===== src/rtl/game_pkg.sv =====
// Shared mode encoding and default timing/score constants for the game sequencer.
package game_pkg;

  typedef enum logic [2:0] {
    START     = 3'd0,
    GAME      = 3'd1,
    PAUSE     = 3'd2,
    WIN       = 3'd3,
    GAME_OVER = 3'd4
  } game_mode_t;

  localparam int GAME_WIN_SCORE     = 5;
  localparam int GAME_ROUND_CYCLES  = 1000000;
  localparam int GAME_RESULT_CYCLES = 500000;

endpackage


===== src/rtl/score_bank.sv =====
// Per-player saturating score counters with combinational win/argmax lookahead
// computed on the next-score values, so the FSM decides on this cycle's events.
module score_bank #(
  parameter int NUM_PLAYERS = 2,
  parameter int SCORE_W     = 4,
  parameter int WIN_SCORE   = 5,
  parameter int IDX_W       = 1
) (
  input  logic                           clk,
  input  logic                           rst,
  input  logic                           i_clr,
  input  logic                           i_en,
  input  logic [NUM_PLAYERS-1:0]         i_evt,
  output logic [NUM_PLAYERS*SCORE_W-1:0] o_scores,
  output logic                           o_any_reached,
  output logic [IDX_W-1:0]               o_first_idx,
  output logic [IDX_W-1:0]               o_max_idx,
  output logic                           o_max_tie
);

  localparam logic [SCORE_W-1:0] SAT_V = '1;
  localparam logic [SCORE_W-1:0] WIN_V = SCORE_W'(WIN_SCORE);

  logic [SCORE_W-1:0]     r_score [NUM_PLAYERS];
  logic [SCORE_W-1:0]     w_next  [NUM_PLAYERS];
  logic [NUM_PLAYERS-1:0] w_reached;
  logic [SCORE_W-1:0]     w_max;

  always_comb begin
    for (int i = 0; i < NUM_PLAYERS; i++) begin
      w_next[i]    = (i_evt[i] && r_score[i] != SAT_V) ? r_score[i] + SCORE_W'(1) : r_score[i];
      w_reached[i] = (w_next[i] >= WIN_V);
      o_scores[i*SCORE_W +: SCORE_W] = r_score[i];
    end
  end

  // Descending scan leaves the lowest reaching index in place.
  always_comb begin
    o_first_idx = '0;
    for (int i = NUM_PLAYERS - 1; i >= 0; i--) begin
      if (w_reached[i]) o_first_idx = IDX_W'(i);
    end
  end

  assign o_any_reached = |w_reached;

  always_comb begin
    w_max     = w_next[0];
    o_max_idx = '0;
    o_max_tie = 1'b0;
    for (int i = 1; i < NUM_PLAYERS; i++) begin
      if (w_next[i] > w_max) begin
        w_max     = w_next[i];
        o_max_idx = IDX_W'(i);
        o_max_tie = 1'b0;
      end else if (w_next[i] == w_max) begin
        o_max_tie = 1'b1;
      end
    end
  end

  always_ff @(posedge clk) begin
    if (rst || i_clr) begin
      for (int i = 0; i < NUM_PLAYERS; i++) r_score[i] <= '0;
    end else if (i_en) begin
      for (int i = 0; i < NUM_PLAYERS; i++) r_score[i] <= w_next[i];
    end
  end

endmodule


===== src/rtl/game_flow_ctrl.sv =====
// N-player game-mode sequencer: button edge detect, mode FSM, round timer and
// timed result screen. Scores live in score_bank.
module game_flow_ctrl
  import game_pkg::*;
#(
  parameter int  NUM_PLAYERS   = 2,
  parameter int  SCORE_W       = 4,
  parameter int  WIN_SCORE     = GAME_WIN_SCORE,
  parameter int  ROUND_CYCLES  = GAME_ROUND_CYCLES,
  parameter int  RESULT_CYCLES = GAME_RESULT_CYCLES,
  localparam int IDX_W         = (NUM_PLAYERS > 2) ? $clog2(NUM_PLAYERS) : 1,
  localparam int RL_W          = (ROUND_CYCLES > 0) ? $clog2(ROUND_CYCLES + 1) : 1
) (
  input  logic                           clk,
  input  logic                           rst,
  input  logic                           start_btn,
  input  logic                           pause_btn,
  input  logic [NUM_PLAYERS-1:0]         score_evt,
  output game_mode_t                     mode,
  output logic [IDX_W-1:0]               winner,
  output logic [NUM_PLAYERS*SCORE_W-1:0] scores,
  output logic [RL_W-1:0]                round_left,
  output logic                           mode_change
);

  localparam int RES_W = (RESULT_CYCLES > 1) ? $clog2(RESULT_CYCLES) : 1;
  localparam logic [RL_W-1:0]  RL_LOAD  = RL_W'(ROUND_CYCLES);
  localparam logic [RES_W-1:0] RES_LOAD = RES_W'(RESULT_CYCLES - 1);

  game_mode_t       r_mode, w_mode_nxt;
  logic             r_start_q, r_pause_q, r_mode_change;
  logic             w_start_rise, w_pause_rise;
  logic [RL_W-1:0]  r_rl, w_rl_nxt;
  logic [RES_W-1:0] r_res, w_res_nxt;
  logic [IDX_W-1:0] r_winner, w_winner_nxt;
  logic             w_clr, w_en;
  logic             w_any_reached, w_max_tie;
  logic [IDX_W-1:0] w_first_idx, w_max_idx;

  assign w_start_rise = start_btn & ~r_start_q;
  assign w_pause_rise = pause_btn & ~r_pause_q;

  score_bank #(
    .NUM_PLAYERS (NUM_PLAYERS),
    .SCORE_W     (SCORE_W),
    .WIN_SCORE   (WIN_SCORE),
    .IDX_W       (IDX_W)
  ) u_bank (
    .clk           (clk),
    .rst           (rst),
    .i_clr         (w_clr),
    .i_en          (w_en),
    .i_evt         (score_evt),
    .o_scores      (scores),
    .o_any_reached (w_any_reached),
    .o_first_idx   (w_first_idx),
    .o_max_idx     (w_max_idx),
    .o_max_tie     (w_max_tie)
  );

  always_comb begin
    w_mode_nxt   = r_mode;
    w_rl_nxt     = r_rl;
    w_res_nxt    = r_res;
    w_winner_nxt = r_winner;
    w_clr        = 1'b0;
    w_en         = 1'b0;
    case (r_mode)
      START: begin
        if (w_start_rise) begin
          w_mode_nxt   = GAME;
          w_clr        = 1'b1;
          w_rl_nxt     = RL_LOAD;
          w_winner_nxt = '0;
        end
      end
      GAME: begin
        w_en = 1'b1;
        if (ROUND_CYCLES > 0 && r_rl != '0) w_rl_nxt = r_rl - RL_W'(1);
        // Win beats timeout, timeout beats pause.
        if (w_any_reached) begin
          w_mode_nxt   = WIN;
          w_winner_nxt = w_first_idx;
          w_res_nxt    = RES_LOAD;
        end else if (ROUND_CYCLES > 0 && r_rl == RL_W'(1)) begin
          w_res_nxt = RES_LOAD;
          if (w_max_tie) begin
            w_mode_nxt = GAME_OVER;
          end else begin
            w_mode_nxt   = WIN;
            w_winner_nxt = w_max_idx;
          end
        end else if (w_pause_rise) begin
          w_mode_nxt = PAUSE;
        end
      end
      PAUSE: begin
        if (w_start_rise) begin
          w_mode_nxt = START;
          w_clr      = 1'b1;
        end else if (w_pause_rise) begin
          w_mode_nxt = GAME;
        end
      end
      WIN, GAME_OVER: begin
        if (w_start_rise) begin
          w_mode_nxt   = GAME;
          w_clr        = 1'b1;
          w_rl_nxt     = RL_LOAD;
          w_winner_nxt = '0;
        end else if (r_res == '0) begin
          w_mode_nxt = START;
        end else begin
          w_res_nxt = r_res - RES_W'(1);
        end
      end
      default: w_mode_nxt = START;
    endcase
  end

  always_ff @(posedge clk) begin
    if (rst) begin
      r_mode        <= START;
      r_rl          <= RL_LOAD;
      r_res         <= '0;
      r_winner      <= '0;
      r_mode_change <= 1'b0;
      r_start_q     <= 1'b0;
      r_pause_q     <= 1'b0;
    end else begin
      r_mode        <= w_mode_nxt;
      r_rl          <= w_rl_nxt;
      r_res         <= w_res_nxt;
      r_winner      <= w_winner_nxt;
      r_mode_change <= (w_mode_nxt != r_mode);
      r_start_q     <= start_btn;
      r_pause_q     <= pause_btn;
    end
  end

  assign mode        = r_mode;
  assign winner      = r_winner;
  assign round_left  = r_rl;
  assign mode_change = r_mode_change;

endmodule


===== config.mk =====
export PLATFORM = sky130hd
export DESIGN_NAME = game_flow_ctrl
export DESIGN_NICKNAME = d
export VERILOG_FILES = /design/src/rtl/game_pkg.sv /design/src/rtl/score_bank.sv /design/src/rtl/game_flow_ctrl.sv
export SDC_FILE = /design/constraint.sdc
export NUM_CORES = 1
export LEC_CHECK = 0
export CAP_MARGIN = 5
export CELL_PAD_IN_SITES_DETAIL_PLACEMENT = 0
export CELL_PAD_IN_SITES_GLOBAL_PLACEMENT = 1
export CORE_MARGIN = 5
export CORE_UTILIZATION = 43
export DETAILED_ROUTE_END_ITERATION = 10
export PLACE_DENSITY_LB_ADDON = 0.3
export SYNTH_ARGS = -nofsm -noshare
export SYNTH_HDL_FRONTEND = slang
export SYNTH_SLANG_ARGS = --single-unit

===== constraint.sdc =====
create_clock -name clk -period 2.7 [get_ports clk]
set_input_delay 0.81 -clock clk [delete_from_list [all_inputs] [get_ports clk]]
set_output_delay 0.81 -clock clk [all_outputs]
set_load 0.005 [all_outputs]

==> flow_summary.json, run 1 <==
{
  "cp_data_required_time_ps": 2960,
  "critPathMaxFanout": 6,
  "wl_per_cell_microns": 14.7,
  "start_kind": "input pin",
  "yosys.cell_count.top_type": "dfxtp_1",
  "clock_skew_ps": 3.98,
  "grt_overflow": 0,
  "io_buffers": 38,
  "ys_types": 71,
  "yosys-top-cells-count": "dfxtp_1, nor2_1, nand2_1, a21oi_1",
  "synthCells": 393,
  "grt_max_degree": 22,
  "p_leak_uw": 0.00169,
  "cts_buffers": 5,
  "ys_seq_area_frac": 0.347,
  "setup_viol": 0,
  "antennaDiodeCount": 0,
  "syn_area_per_cell_sq_um": 8.52,
  "fin_total_pwr_uw": 2670,
  "synth_ff_type": "dfxtp_1",
  "hold_path.class": "reg2reg",
  "status": "finished, final reports clean",
  "cp.arrival_ps": 2800,
  "drc_errors": 0,
  "critPathSlowestCell": "o211ai_1",
  "fmax_mhz": 393,
  "vias": 3226,
  "synth_area_leaders": "dfxtp_1, edfxtp_1, nor2_1",
  "routed_wl_microns": 8500,
  "globalplace.congestion": 0.810,
  "stdcell_count": 577,
  "viasPerCell": 5.59,
  "cts_tree": "done",
  "cts_buffer_depth": 2,
  "max_stage_delay_ps": 310,
  "dr.pass1.iters": 5,
  "slew_headroom": 0.667,
  "drive_above_1_share": 0.179,
  "antenna_found_initial": 0,
  "placed_area_sq_um": 4190,
  "syn2layout_area_growth_pct": 28.4,
  "grt_pass1_vias": 3025,
  "min_period_over_period": 0.942,
  "die_h_microns": 98.3,
  "fin_hold_ws_ps": 488,
  "post-place-cells": 569,
  "postLayoutCellArea_sq_um": 4300,
  "hpwl_microns": 6430,
  "cts_sinks": 54,
  "tightest_slew_ps": 498,
  "synth_enable_flop_cells": 8,
  "synth_top_area_share": 0.275,
  "htree_levels": 2,
  "top_layer": "met4",
  "core_area_sq_um": 7650,
  "critical_path_class": "in2reg",
  "drt_iter0_drc": 143,
  "grt_setup_unrepaired": "false",
  "grt_pass1_wl_microns": 14200,
  "worstPathCellList": "dlygate4sd2_1 > nand4_1 > mux2i_1 > buf_4 > inv_1 > ha_1 > and3_4 > nand3_1 > o211ai_1 > a31o_2",
  "fin_crit_ps": 2540,
  "synth-async-reset-ratio": 0,
  "hold_violations": 0,
  "p_per_area_nw_per_um2": 621,
  "synth_area_sq_um": 3350,
  "postLayoutCoreUtil": 0.563,
  "drv_cap": 0,
  "syn-num-nets": 408,
  "nets": 489,
  "track_usage": 0.174,
  "die_w_microns": 98.3,
  "rows": 32,
  "path_clk_slew_ps": 90,
  "clock_latency_ps": 310,
  "wl_met2_microns": 3900,
  "cp-end-kind": "flip-flop",
  "start_util": 0.438,
  "route.met3.wl_microns": 348,
  "synth_top_area_cell": "dfxtp_1",
  "yosys_register_bits": 54,
  "ios": 39,
  "slew_violations": 0,
  "wl_met1_microns": 4170,
  "ir_drop_v": 0.000246,
  "clockRootBuffer": "clkbuf_8",
  "cts_setup_buffers": 0,
  "ys_warn_count": 0,
  "antenna_left": 0,
  "die_area_sq_um": 9650
}
-- kinds of logic after synthesis --
kind of cell             share of synthesized area
AND/OR/NAND/NOR                              0.286
AO/OA/AOI/OAI                                0.218
flip-flops                                   0.347
buffers and inverters                       0.0437
XOR/XNOR                                    0.0418
multiplexers                                0.0303
adder cells (fa/ha/maj)                     0.0336
-- metal layers --
layer,global-route usage,vias to the layer above
li1,-,1638
met1,0.240,1513
met2,0.281,70
met3,0.0350,5
met4,0.0399,0
met5,0,-
-- cell type report --
cell class / count / area (sq um)
fill: 690 / 3350
multi-input combinational: 304 / 2070
tap: 102 / 128
inverter: 17 / 63.8
sequential: 54 / 1160
clock buffer: 7 / 86.3
clock inverter: 1 / 5.00
timing repair buffer: 92 / 787
-- per-stage QoR --
step,setup slack [ps],TNS [ps]
2_1_floorplan,208,0
3_3_place_gp,-412,-6210
3_5_place_dp,-518,-8230
4_1_cts,6.94,0
5_1_grt,34.3,0
6_report,157,0
-- flip-flops by register name, indices dropped and copies added, names as in the netlist --
signal	cells
mode	3
mode_change	1
r_res	19
round_left	20
u_bank.r_score	8
winner	1
r_start_q	1
r_pause_q	1
-- cells in the final DEF, fill, tap and decap left out, types with 3 or more instances in the layout --
cell,synthesis,routed
nor4_1,4,4
a221o_1,3,3
nand3b_1,5,5
and4_1,4,4
a31oi_1,3,3
nand2_1,24,24
xnor2_1,7,7
or4_1,5,5
o31ai_1,4,4
nand2b_1,10,10
clkbuf_8,0,6
nand3_1,16,16
a21o_1,4,4
mux2i_1,9,9
a21oi_1,20,20
inv_1,16,16
xor2_1,9,9
o211ai_1,7,7
edfxtp_1,8,8
nand4_1,6,6
or3_1,5,5
nor2b_1,13,13
a211oi_1,10,10
o2111ai_1,6,6
nor3_1,13,13
clkdlybuf4s50_1,0,36
or2_2,4,4
nor2_1,45,45
o21ai_0,7,7
buf_4,1,54
dfxtp_1,46,46
ha_1,9,9
and3_1,4,3
-- critical path: cells and delay by family --
kind / cells / cell delay (ps)
adders and majority gates: 1 / 290
muxes: 1 / 250
and+or+nand+nor: 3 / 440
buffers and inverters: 3 / 480
AOI/OAI and AO/OA: 2 / 540
-- report_power, final --
| group | switching [uW] | total (uW) | internal (uW) |
|---|---|---|---|
| Combinational | 618 | 1180 | 561 |
| Clock | 266 | 473 | 208 |
| Sequential | 104 | 1020 | 914 |
-- timing repair --
item / 4_1_cts / 5_1_grt
gates resized for setup: 5 / 1
pin swaps: 2 / 1
setup endpoints to repair: 15 / 10
hold endpoints to repair: 0 / 0
hold buffers: 0 / 0
-- final timing paths --
| path | startpoint | end | slack (ps) | cells past startpoint |
|---|---|---|---|---|
| hold / removal | r_res[18] | r_res[18] | 490 | 2 |
| hold reg to reg | r_res[18] | r_res[18] | 490 | 2 |
| setup reg to reg | round_left[12] | mode_change | 230 | 7 |
| setup / recovery | score_evt[1] | mode_change | 160 | 10 |
No activity file was read; power rests on OpenSTA's default activity.
==> inputs of run 2 (changes only) <==
REMOVE_ABC_BUFFERS = 1   (was not set)
==> flow_summary.json, run 2 (synthesis results as in run 1) <==
{
  "fin_total_pwr_uw": 2700,
  "rr_endpoint": "r_res[16]",
  "final_common_cell": "buf_4",
  "track_usage": 0.173,
  "place_ws_ps": -452,
  "antennaDiodeCount": 0,
  "stdcell_count": 572,
  "r2r-start": "round_left[12]",
  "viasPerCell": 5.58,
  "cts_buffer_depth": 2,
  "wl_met1_microns": 4170,
  "die_w_microns": 98.3,
  "layout_common_cells": "buf_4, dfxtp_1, nor2_1",
  "cp_data_required_time_ps": 2950,
  "start_kind": "input pin",
  "syn2layout_area_growth_pct": 28.0,
  "antenna_found_initial": 0,
  "htree_levels": 2,
  "wl_per_cell_microns": 14.7,
  "p_leak_uw": 0.00166,
  "min_period_over_period": 0.947,
  "grt_pass1_vias": 2916,
  "max_stage_delay_ps": 490,
  "drive_above_1_share": 0.177,
  "critPathSlowestCell": "clkdlybuf4s50_1",
  "rows": 32,
  "route.met3.wl_microns": 309,
  "hold_path.class": "reg2reg",
  "grt_pass1_wl_microns": 14000,
  "startpoint": "start_btn",
  "fin_crit_ps": 2560,
  "tightest_slew_ps": 602,
  "grt_max_degree": 22,
  "slew_violations": 0,
  "grt_setup_unrepaired": "false",
  "critPathMaxFanout": 5,
  "post-place-cells": 564,
  "antenna_left": 0,
  "cts_tree": "done",
  "crit_end": "round_left[14]",
  "wl_met2_microns": 3860,
  "status": "finished, final reports clean",
  "setup_viol": 0,
  "top_layer": "met4",
  "hpwl_microns": 6440,
  "fmax_mhz": 391,
  "drc_errors": 0,
  "grt_overflow": 0,
  "ios": 39,
  "largest_reg_flops": 20,
  "clockRootBuffer": "clkbuf_8",
  "fillCellCount": 750,
  "hold_violations": 0,
  "cp.arrival_ps": 2810,
  "worstPathCellList": "clkdlybuf4s50_1 > nand2b_1 > a21o_1 > a31oi_1 > buf_4 > o211ai_1 > or4_1 > nand3_1",
  "ir_drop_v": 0.000330,
  "start_util": 0.438,
  "cts_buffers": 5,
  "r2r_cells": 7,
  "routed_wl_microns": 8410,
  "die_area_sq_um": 9650,
  "globalplace.congestion": 0.844,
  "path_clk_slew_ps": 90,
  "drv_cap": 0,
  "io_buffers": 38,
  "critical_path_class": "in2reg",
  "core_area_sq_um": 7650,
  "nets": 484,
  "drt_iter0_drc": 204,
  "clock_skew_ps": 4.16,
  "setup_tns_ps": 0,
  "r2r_slack_ps": 260,
  "clock_latency_ps": 300,
  "cts_sinks": 54,
  "p_per_area_nw_per_um2": 629,
  "vias": 3192,
  "cp-end-kind": "flip-flop",
  "die_h_microns": 98.3,
  "slew_headroom": 0.597,
  "setup_ws_ps": 144,
  "dr.pass1.iters": 4
}
[run 2: how the worst min path moves through the flow]
| stage | startpoint | cells after the start | to |
|---|---|---|---|
| 2_1_floorplan | r_res[18] | 2 | r_res[18] |
| 3_3_place_gp | r_res[18] | 2 | r_res[18] |
| 3_5_place_dp | r_res[18] | 2 | r_res[18] |
| 4_1_cts | r_res[18] | 2 | r_res[18] |
| 5_1_grt | winner | 2 | winner |
| 6_report | r_res[18] | 2 | r_res[18] |
[run 2: report_power, final]
part | leakage (uW) | switching (uW) | internal (uW)
combinational | 0.00114 | 618 | 545
sequential | 0.000466 | 103 | 914
clock | 0.0000575 | 257 | 259
[run 2: through the flow]
step	utilization	cell area, sq um	hold slack [ps]
after floorplan	-	3270	436
after CTS	0.560	4280	477
after detailed placement	0.543	4150	464
after global placement	0.543	4150	453
after global routing	0.561	4290	504
final	0.561	4290	470
[run 2: what timing repair did]
item                                    4_1_cts  5_1_grt
endpoints found under the setup margin       11        2
gates resized for setup                       8        1
setup buffers                                 0        0
hold buffers                                  0        0
pin swaps                                     3        0
gates cloned                                  0        0
endpoints found under the hold margin         0        0
[run 2: final cells by class]
| cell class | instances | area (sq um) | share of cell area |
|---|---|---|---|
| Clock buffer | 8 | 110 | 0.0257 |
| Inverter | 17 | 63.8 | 0.0149 |
| Multi-Input combinational cell | 304 | 2070 | 0.484 |
| Sequential cell | 54 | 1160 | 0.271 |
| Tap cell | 102 | 128 | 0.0298 |
| Timing Repair Buffer | 87 | 749 | 0.175 |
[run 2: layer usage]
layer	vias up	track usage
met5	-	0
met2	57	0.277
met1	1504	0.248
met3	5	0.0250
li1	1626	-
met4	0	0.0347
[run 2: critical path, delay by kind of cell]
family | cells | cell delay (ps)
AOI/OAI and AO/OA | 3 | 610
buffers and inverters | 2 | 680
and+or+nand+nor | 3 | 700
==> inputs of run 3 (changes only) <==
SLEW_MARGIN = 20   (was not set)
==> results of run 3 <==
No change in the layout: final DEF, timing and power equal those of run 2.
